===== src/rtl/rom_scan_decoder.sv =====
// Boot-time ROM validator: walks every ROM word, skips empty markers and streams
// each remaining word with its byte address and decoder illegal flag, keeping scan statistics.
module rom_scan_decoder #(
    parameter int          ADDR_WIDTH    = 8,
    parameter int          READ_LATENCY  = 0,
    parameter logic [31:0] EMPTY_WORD    = 32'hFFFF_FFFF,
    parameter bit          STOP_ON_ERROR = 1'b0
) (
    input  logic                  clk,
    input  logic                  reset,
    input  logic                  start,
    output logic [ADDR_WIDTH-1:0] rom_address,
    input  logic [31:0]           rom_data,
    output logic [31:0]           dec_word,
    input  logic                  dec_error,
    output logic                  out_valid,
    input  logic                  out_ready,
    output logic [ADDR_WIDTH+1:0] out_byte_addr,
    output logic [31:0]           out_word,
    output logic                  out_illegal,
    output logic                  busy,
    output logic                  done,
    output logic                  halted_on_error,
    output logic [ADDR_WIDTH:0]   count_emitted,
    output logic [ADDR_WIDTH:0]   count_illegal,
    output logic [ADDR_WIDTH:0]   count_skipped
);

    localparam int WCW = (READ_LATENCY > 1) ? $clog2(READ_LATENCY) : 1;
    localparam logic [WCW-1:0]        WAIT_LAST  = WCW'((READ_LATENCY > 0) ? READ_LATENCY - 1 : 0);
    localparam logic [ADDR_WIDTH-1:0] LAST_INDEX = '1;

    typedef enum logic [2:0] {
        S_IDLE  = 3'd0,
        S_WAIT  = 3'd1,
        S_CHECK = 3'd2,
        S_EMIT  = 3'd3,
        S_DONE  = 3'd4
    } state_t;

    // With a combinational ROM there is nothing to wait for after an address change.
    localparam state_t SCAN_ENTRY = (READ_LATENCY == 0) ? S_CHECK : S_WAIT;

    state_t                r_state;
    state_t                w_state_next;
    logic [ADDR_WIDTH-1:0] r_index;
    logic [WCW-1:0]        r_wait_cnt;
    logic [31:0]           r_out_word;
    logic                  r_out_illegal;
    logic [ADDR_WIDTH+1:0] r_out_byte_addr;
    logic                  r_halted;
    logic [ADDR_WIDTH:0]   r_count_emitted;
    logic [ADDR_WIDTH:0]   r_count_illegal;
    logic [ADDR_WIDTH:0]   r_count_skipped;

    logic w_start;
    logic w_empty;
    logic w_last;
    logic w_handshake;
    logic w_halt;
    logic w_advance;

    assign w_start     = start && (r_state == S_IDLE || r_state == S_DONE);
    assign w_empty     = (rom_data == EMPTY_WORD);
    assign w_last      = (r_index == LAST_INDEX);
    assign w_handshake = (r_state == S_EMIT) && out_ready;
    assign w_halt      = w_handshake && r_out_illegal && STOP_ON_ERROR;
    assign w_advance   = ((r_state == S_CHECK) && w_empty) || (w_handshake && !w_halt);

    always_ff @(posedge clk) begin
        if (reset) begin
            r_state <= S_IDLE;
        end else begin
            r_state <= w_state_next;
        end
    end

    always_comb begin
        w_state_next = r_state;
        case (r_state)
            S_IDLE, S_DONE: begin
                if (start) w_state_next = SCAN_ENTRY;
            end
            S_WAIT: begin
                if (r_wait_cnt == WAIT_LAST) w_state_next = S_CHECK;
            end
            S_CHECK: begin
                if (!w_empty)   w_state_next = S_EMIT;
                else if (w_last) w_state_next = S_DONE;
                else             w_state_next = SCAN_ENTRY;
            end
            S_EMIT: begin
                if (w_halt)                      w_state_next = S_DONE;
                else if (w_handshake && w_last)  w_state_next = S_DONE;
                else if (w_handshake)            w_state_next = SCAN_ENTRY;
            end
            default: w_state_next = S_IDLE;
        endcase
    end

    always_comb begin
        out_valid = (r_state == S_EMIT);
        done      = (r_state == S_DONE);
        busy      = (r_state == S_WAIT) || (r_state == S_CHECK) || (r_state == S_EMIT);
    end

    always_ff @(posedge clk) begin
        if (reset) begin
            r_index         <= '0;
            r_wait_cnt      <= '0;
            r_out_word      <= '0;
            r_out_illegal   <= 1'b0;
            r_out_byte_addr <= '0;
            r_halted        <= 1'b0;
            r_count_emitted <= '0;
            r_count_illegal <= '0;
            r_count_skipped <= '0;
        end else begin
            if (w_start) begin
                r_index         <= '0;
                r_wait_cnt      <= '0;
                r_halted        <= 1'b0;
                r_count_emitted <= '0;
                r_count_illegal <= '0;
                r_count_skipped <= '0;
            end
            case (r_state)
                S_WAIT: r_wait_cnt <= r_wait_cnt + WCW'(1);
                S_CHECK: begin
                    if (w_empty) begin
                        r_count_skipped <= r_count_skipped + (ADDR_WIDTH+1)'(1);
                    end else begin
                        r_out_word      <= rom_data;
                        r_out_illegal   <= dec_error;
                        r_out_byte_addr <= {r_index, 2'b00};
                    end
                end
                S_EMIT: begin
                    if (w_handshake) begin
                        r_count_emitted <= r_count_emitted + (ADDR_WIDTH+1)'(1);
                        if (r_out_illegal) r_count_illegal <= r_count_illegal + (ADDR_WIDTH+1)'(1);
                    end
                    if (w_halt) r_halted <= 1'b1;
                end
                default: ;
            endcase
            if (w_advance && !w_last) begin
                r_index    <= r_index + ADDR_WIDTH'(1);
                r_wait_cnt <= '0;
            end
        end
    end

    assign rom_address     = r_index;
    assign dec_word        = rom_data;
    assign out_word        = r_out_word;
    assign out_illegal     = r_out_illegal;
    assign out_byte_addr   = r_out_byte_addr;
    assign halted_on_error = r_halted;
    assign count_emitted   = r_count_emitted;
    assign count_illegal   = r_count_illegal;
    assign count_skipped   = r_count_skipped;

endmodule


===== config.mk =====
export PLATFORM = sky130hd
export DESIGN_NAME = rom_scan_decoder
export DESIGN_NICKNAME = d
export VERILOG_FILES = /design/src/rtl/rom_scan_decoder.sv
export SDC_FILE = /design/constraint.sdc
export NUM_CORES = 1
export LEC_CHECK = 0
export CORE_MARGIN = 3
export CORE_UTILIZATION = 39
export CTS_CLUSTER_SIZE = 10
export DETAILED_ROUTE_END_ITERATION = 12
export PLACE_DENSITY = 0.76
export SLEW_MARGIN = 20
export SYNTH_ARGS = -nofsm -noshare
export SYNTH_HDL_FRONTEND = slang
export SYNTH_SLANG_ARGS = --single-unit
export TNS_END_PERCENT = 20

===== constraint.sdc =====
create_clock -name clk -period 2.15 [get_ports clk]
set_input_delay 0.645 -clock clk [delete_from_list [all_inputs] [get_ports clk]]
set_output_delay 0.645 -clock clk [all_outputs]
set_load 0.02 [all_outputs]

### Word level (Yosys, flattened, before mapping)

Cells that the tools add are included.

* $add $sub $neg: 5
* bitwise operators: 1
* reduce and logical (&&, ||, !) cells: 17
* multiplexer cells: 21
* equality and inequality tests: 9

Operators with widths (number)
* two-way mux 9 bit: 10
* == test 32 bit (second input constant): 1
* adder 9 x 1 -> 9 bit (second input constant): 3
* two-way mux 3 bit: 6
* two-way mux 8 bit: 2
* case mux 3 bit (4 select lines): 1
* adder 8 x 1 -> 8 bit (second input constant): 1
* == test 8 bit (second input constant): 1
* == test 3 x 2 -> 1 bit (second input constant): 2
* logical AND 1 bit: 5
* logical OR 1 bit: 4
* != test 2 bit (second input constant): 2
* nonzero test 2 bit: 2
* OR reduction 2 bit: 2
* == test 3 x 1 -> 1 bit (second input constant): 1
* == test 3 bit (second input constant): 1
* logical NOT 3 bit: 1
* != test 3 x 1 -> 1 bit (second input constant): 1
* AND reduction 3 bit: 1
* two-way mux 1 bit: 2
* AND reduction 2 bit: 1
* adder 1 bit (second input constant): 1
* logical NOT 1 bit: 1
* NOT 1 bit: 1

* register bits after elaboration: 80
* word-level logic and storage cells: 62
* input port bits: 37
* output and inout port bits: 114

### Logic depth before layout (Yosys ltp)

* depth in word-level cells: 7
* mapped depth: 7
* mapped depth without buffers: 6

### Worst setup path after synthesis

Ideal clock, no wire load.

* path kind: input-to-reg
* start point: input port rom_data[30]
* end point: register r_count_skipped[7] (netlist: count_skipped[7])
* path buffers: 0
* data required time: 2080 ps
* setup slack: 49 ps
* stages: 5
* arrival: 2031 ps
* cell sequence: nand4_1 > nor4_4 > nand3_2 > or4_1 > a21oi_1

* longest elaborated chain between the ends: 3

RTL lines
* start: declaration: line 13 `input logic [31:0] rom_data,`
* == test 32 bit: line 64 `assign w_empty = (rom_data == EMPTY_WORD);`
* two-way mux 9 bit: line 130 `if (w_empty) begin`
* two-way mux 9 bit: line 127 `case (r_state)`
* end signal: assignment: line 131 `r_count_skipped <= r_count_skipped + (ADDR_WIDTH+1)'(1);`
* end: declaration: line 54 `logic [ADDR_WIDTH:0] r_count_skipped;`

No other way between the ends.
A chain may end at the register's enable or synchronous reset.

### Final worst setup path

* start point: register r_index[1] (netlist: rom_address[1])
* end point: output port rom_address[1]

RTL lines
* start: declaration: line 46 `logic [ADDR_WIDTH-1:0] r_index;`
* start signal: assignment: line 148 `r_index <= r_index + ADDR_WIDTH'(1);`
* end: declaration: line 12 `output logic [ADDR_WIDTH-1:0] rom_address,`

No word-level cell between the ends.

==> metrics.txt <==
#FFs+latches synth=80; GR peak layer=met2; initial antenna violation count=0; # placed instances=664; met1 Use GR=21.8%; required time of the critical path=1500 ps; delay-heaviest family, CP=buffers and inverters; share of flip-flops with an asynchronous set or reset=0%; vias in the first global route=approximately 3400; reg2reg start=rom_address[1]; Slowest cell on crit path=clkdlybuf4s50_1; total CTS buffers=9; DRT Wirelength=between 10000 and 15000 um; clk_skew=11.6 ps; Vert. Die Dim=just over 100 um; pwr dens=between 600 and 700 mW/mm2; Seq/Total Area, Yosys=between 40% and 50%; final antenna-violating net count=0; num rows=34; Initial Util=between 40% and 50%; DP Worst Slack=-573 ps; synthesized area per cell=9.08 um2; die width=slightly above 100 um; warnings from Yosys=0; IO Pins=151; CTS tree=built; DR vias=between 3000 and 4000; Reg2Reg Setup Slack=around 250 ps; FF-to-FF path depth=7; # diodes=0; H-tree depth=3; Routed WL per cell=15.4 um; largest net degree at the start of global routing=33; fin crit share=96.7%; Mapped Cells=just over 400; Hold Crit Start=out_byte_addr[7]; Critical Path Source Type=flip-flop; clock-pin slew on the worst setup and hold paths=about 70 ps; full die area=between 0.01 and 0.015 mm2; Hold Path End=out_byte_addr[7]; Total GRT Usage=between 10% and 20%; largest driver fanout on the critical path=6; P&R area growth vs syn=56.6%; # clock sinks=80; Post-synth EDFFs=0; worst path cell trace=clkdlybuf4s50_1; Slew Limit Fails=0; WS Path Type=reg -> out; main flop type after synthesis=dfxtp_1; VDD IR max=slightly below 0.4 mV; DRC Markers=0; Synth cell types=44; GRT met2 Usage=between 30 and 40%; Power Total=about 3800 uW; first-pass GRT wire length=between 15000 and 20000 um; fin crit period=approximately 2100 ps; Min-Delay Path Depth=2; CP max stage delay=about 650 ps; status=finished clean; Hold Violations, Final=0; Nets=around 600; Finish-stage setup viols=0; layout cell share with drive strength beyond 1=just under 20%; met3 Track Usage GR=about 8.3%; Clock Latency Late Sink=~350 ps; Final Non-Filler Cells=roughly 690; Congestion Overflow GR=0; CORE AREA=0.00893 mm2; HPWL after detailed placement=7630 um; final setup TNS=0 ps; min-delay worst type=reg -> reg; Post-Syn Area=0.00368 mm2; Reg-to-Reg End=rom_address[3]; crit path DAT=between 1000 and 1500 ps; max_cap viols=0; PortBufs=~150; 1st-iter DRT viols=81; Final Util=64.5%; drt via density=approximately 5.1; Final GP Congestion=around 0.86; LEAKAGE=0.00241 uW; drt first pass iters=4; CP bufs+invs=1; critical path endpoint category=output port; root buffer cell=clkbuf_8; maximum buffer depth of the clock tree=2; highest clock rate=0.481 GHz; Worst Setup Slack, final=about 70 ps; crit path launch=rom_address[1]
synthesized netlist by cell type, drive strengths merged, types with 9 or more instances:
library cell  instances  area, um2
dfxtp                80       1600
inv                  13       48.8
o21ai                10       50.0
mux2i                45        450
buf                  44        317
nand2                20       75.1
xor2                 10       87.6
xnor2                 9       78.8
nand4                18        113
nor2                 74        278
a21oi                10       50.1
nand3                12       65.1
state kept, by name, indices dropped and copies added, names as in the netlist:
name           count
count_emitted      9
count_illegal      9
count_skipped      9
out_byte_addr      8
out_illegal        1
out_word          32
r_state            3
r_wait_cnt         1
rom_address        8
power by group:
| group | internal, uW | total (uW) | switching [uW] |
|---|---|---|---|
| Combinational | 547 | 1080 | 533 |
| Sequential | 1570 | 1620 | 52.9 |
| Clock | 521 | 1050 | 532 |
| Total | 2630 | 3750 | 1120 |
layout by cell type, fill, tap and decap left out, types with 4 or more instances in the layout:
master	instances
ha_1	4
nand2_1	20
nand3_1	11
dlygate4sd2_1	21
nand2b_1	6
xnor2_1	9
buf_4	54
mux2i_1	44
buf_2	9
o21ai_0	8
inv_1	13
a21oi_1	9
nor2_1	73
xor2_1	10
dfxtp_1	79
clkbuf_8	9
nand4_1	18
clkdlybuf4s15_2	15
clkdlybuf4s50_1	78
dlymetal6s2s_1	21
nor3_1	4
buf_12	4
or3_1	5
repair_timing:
item | 4_1_cts | 5_1_grt
endpoints found under the setup margin | 84 | 71
resized for setup | 105 | 31
gates cloned | 0 | 4
hold buffers | 0 | 0
pin swaps | 4 | 17
setup buffers | 0 | 5
metal layers:
layer,vias up,part of all wire (%)
met2,132,48
met5,-,0
met1,1644,41
li1,1696,-
met3,20,9.3
met4,0,1.7
metrics by stage:
step / hold slack (ps) / cell area, um2
after floorplan: 481 / 3680
after global placement: 471 / 5390
after detailed placement: 484 / 5390
after CTS: 503 / 5530
after global routing: 525 / 5760
final: 496 / 5760
worst max-delay path by stage:
| stage | to | slack [ps] | cells past startpoint |
|---|---|---|---|
| after global routing | out_word[24] | -3 | 10 |
| after global placement | count_skipped[8] | -520 | 7 |
| after detailed placement | count_skipped[7] | -570 | 7 |
| final | rom_address[1] | 70 | 1 |
| after CTS | count_skipped[7] | -180 | 7 |
| after floorplan | count_skipped[7] | 50 | 5 |
cell families (layout without fill, tap and decap cells):
| logic type | count (synthesis) | in the layout | share of synthesized area, % |
|---|---|---|---|
| AO/OA/AOI/OAI | 36 | 36 | 6.50 |
| XOR/XNOR | 19 | 19 | 4.53 |
| buffers and inverters | 65 | 237 | 10.8 |
| AND/OR/NAND/NOR | 154 | 154 | 20.6 |
| other | 1 | 3 | 0.102 |
| multiplexers | 46 | 46 | 12.6 |
| flip-flops | 80 | 80 | 43.6 |
| adder cells (fa/ha/maj) | 4 | 4 | 1.36 |
layout make-up:
| type | count | area [um2] |
|---|---|---|
| Clock inverter | 4 | 47.5 |
| Clock buffer | 10 | 128 |
| Inverter | 13 | 48.8 |
| Timing Repair Buffer | 210 | 2050 |
| Multi-Input combinational cell | 262 | 1740 |
| Fill cell | 731 | 3180 |
| Sequential cell | 80 | 1600 |
| Tap cell | 108 | 135 |
Note: power is estimated with default switching activity, not from simulation.
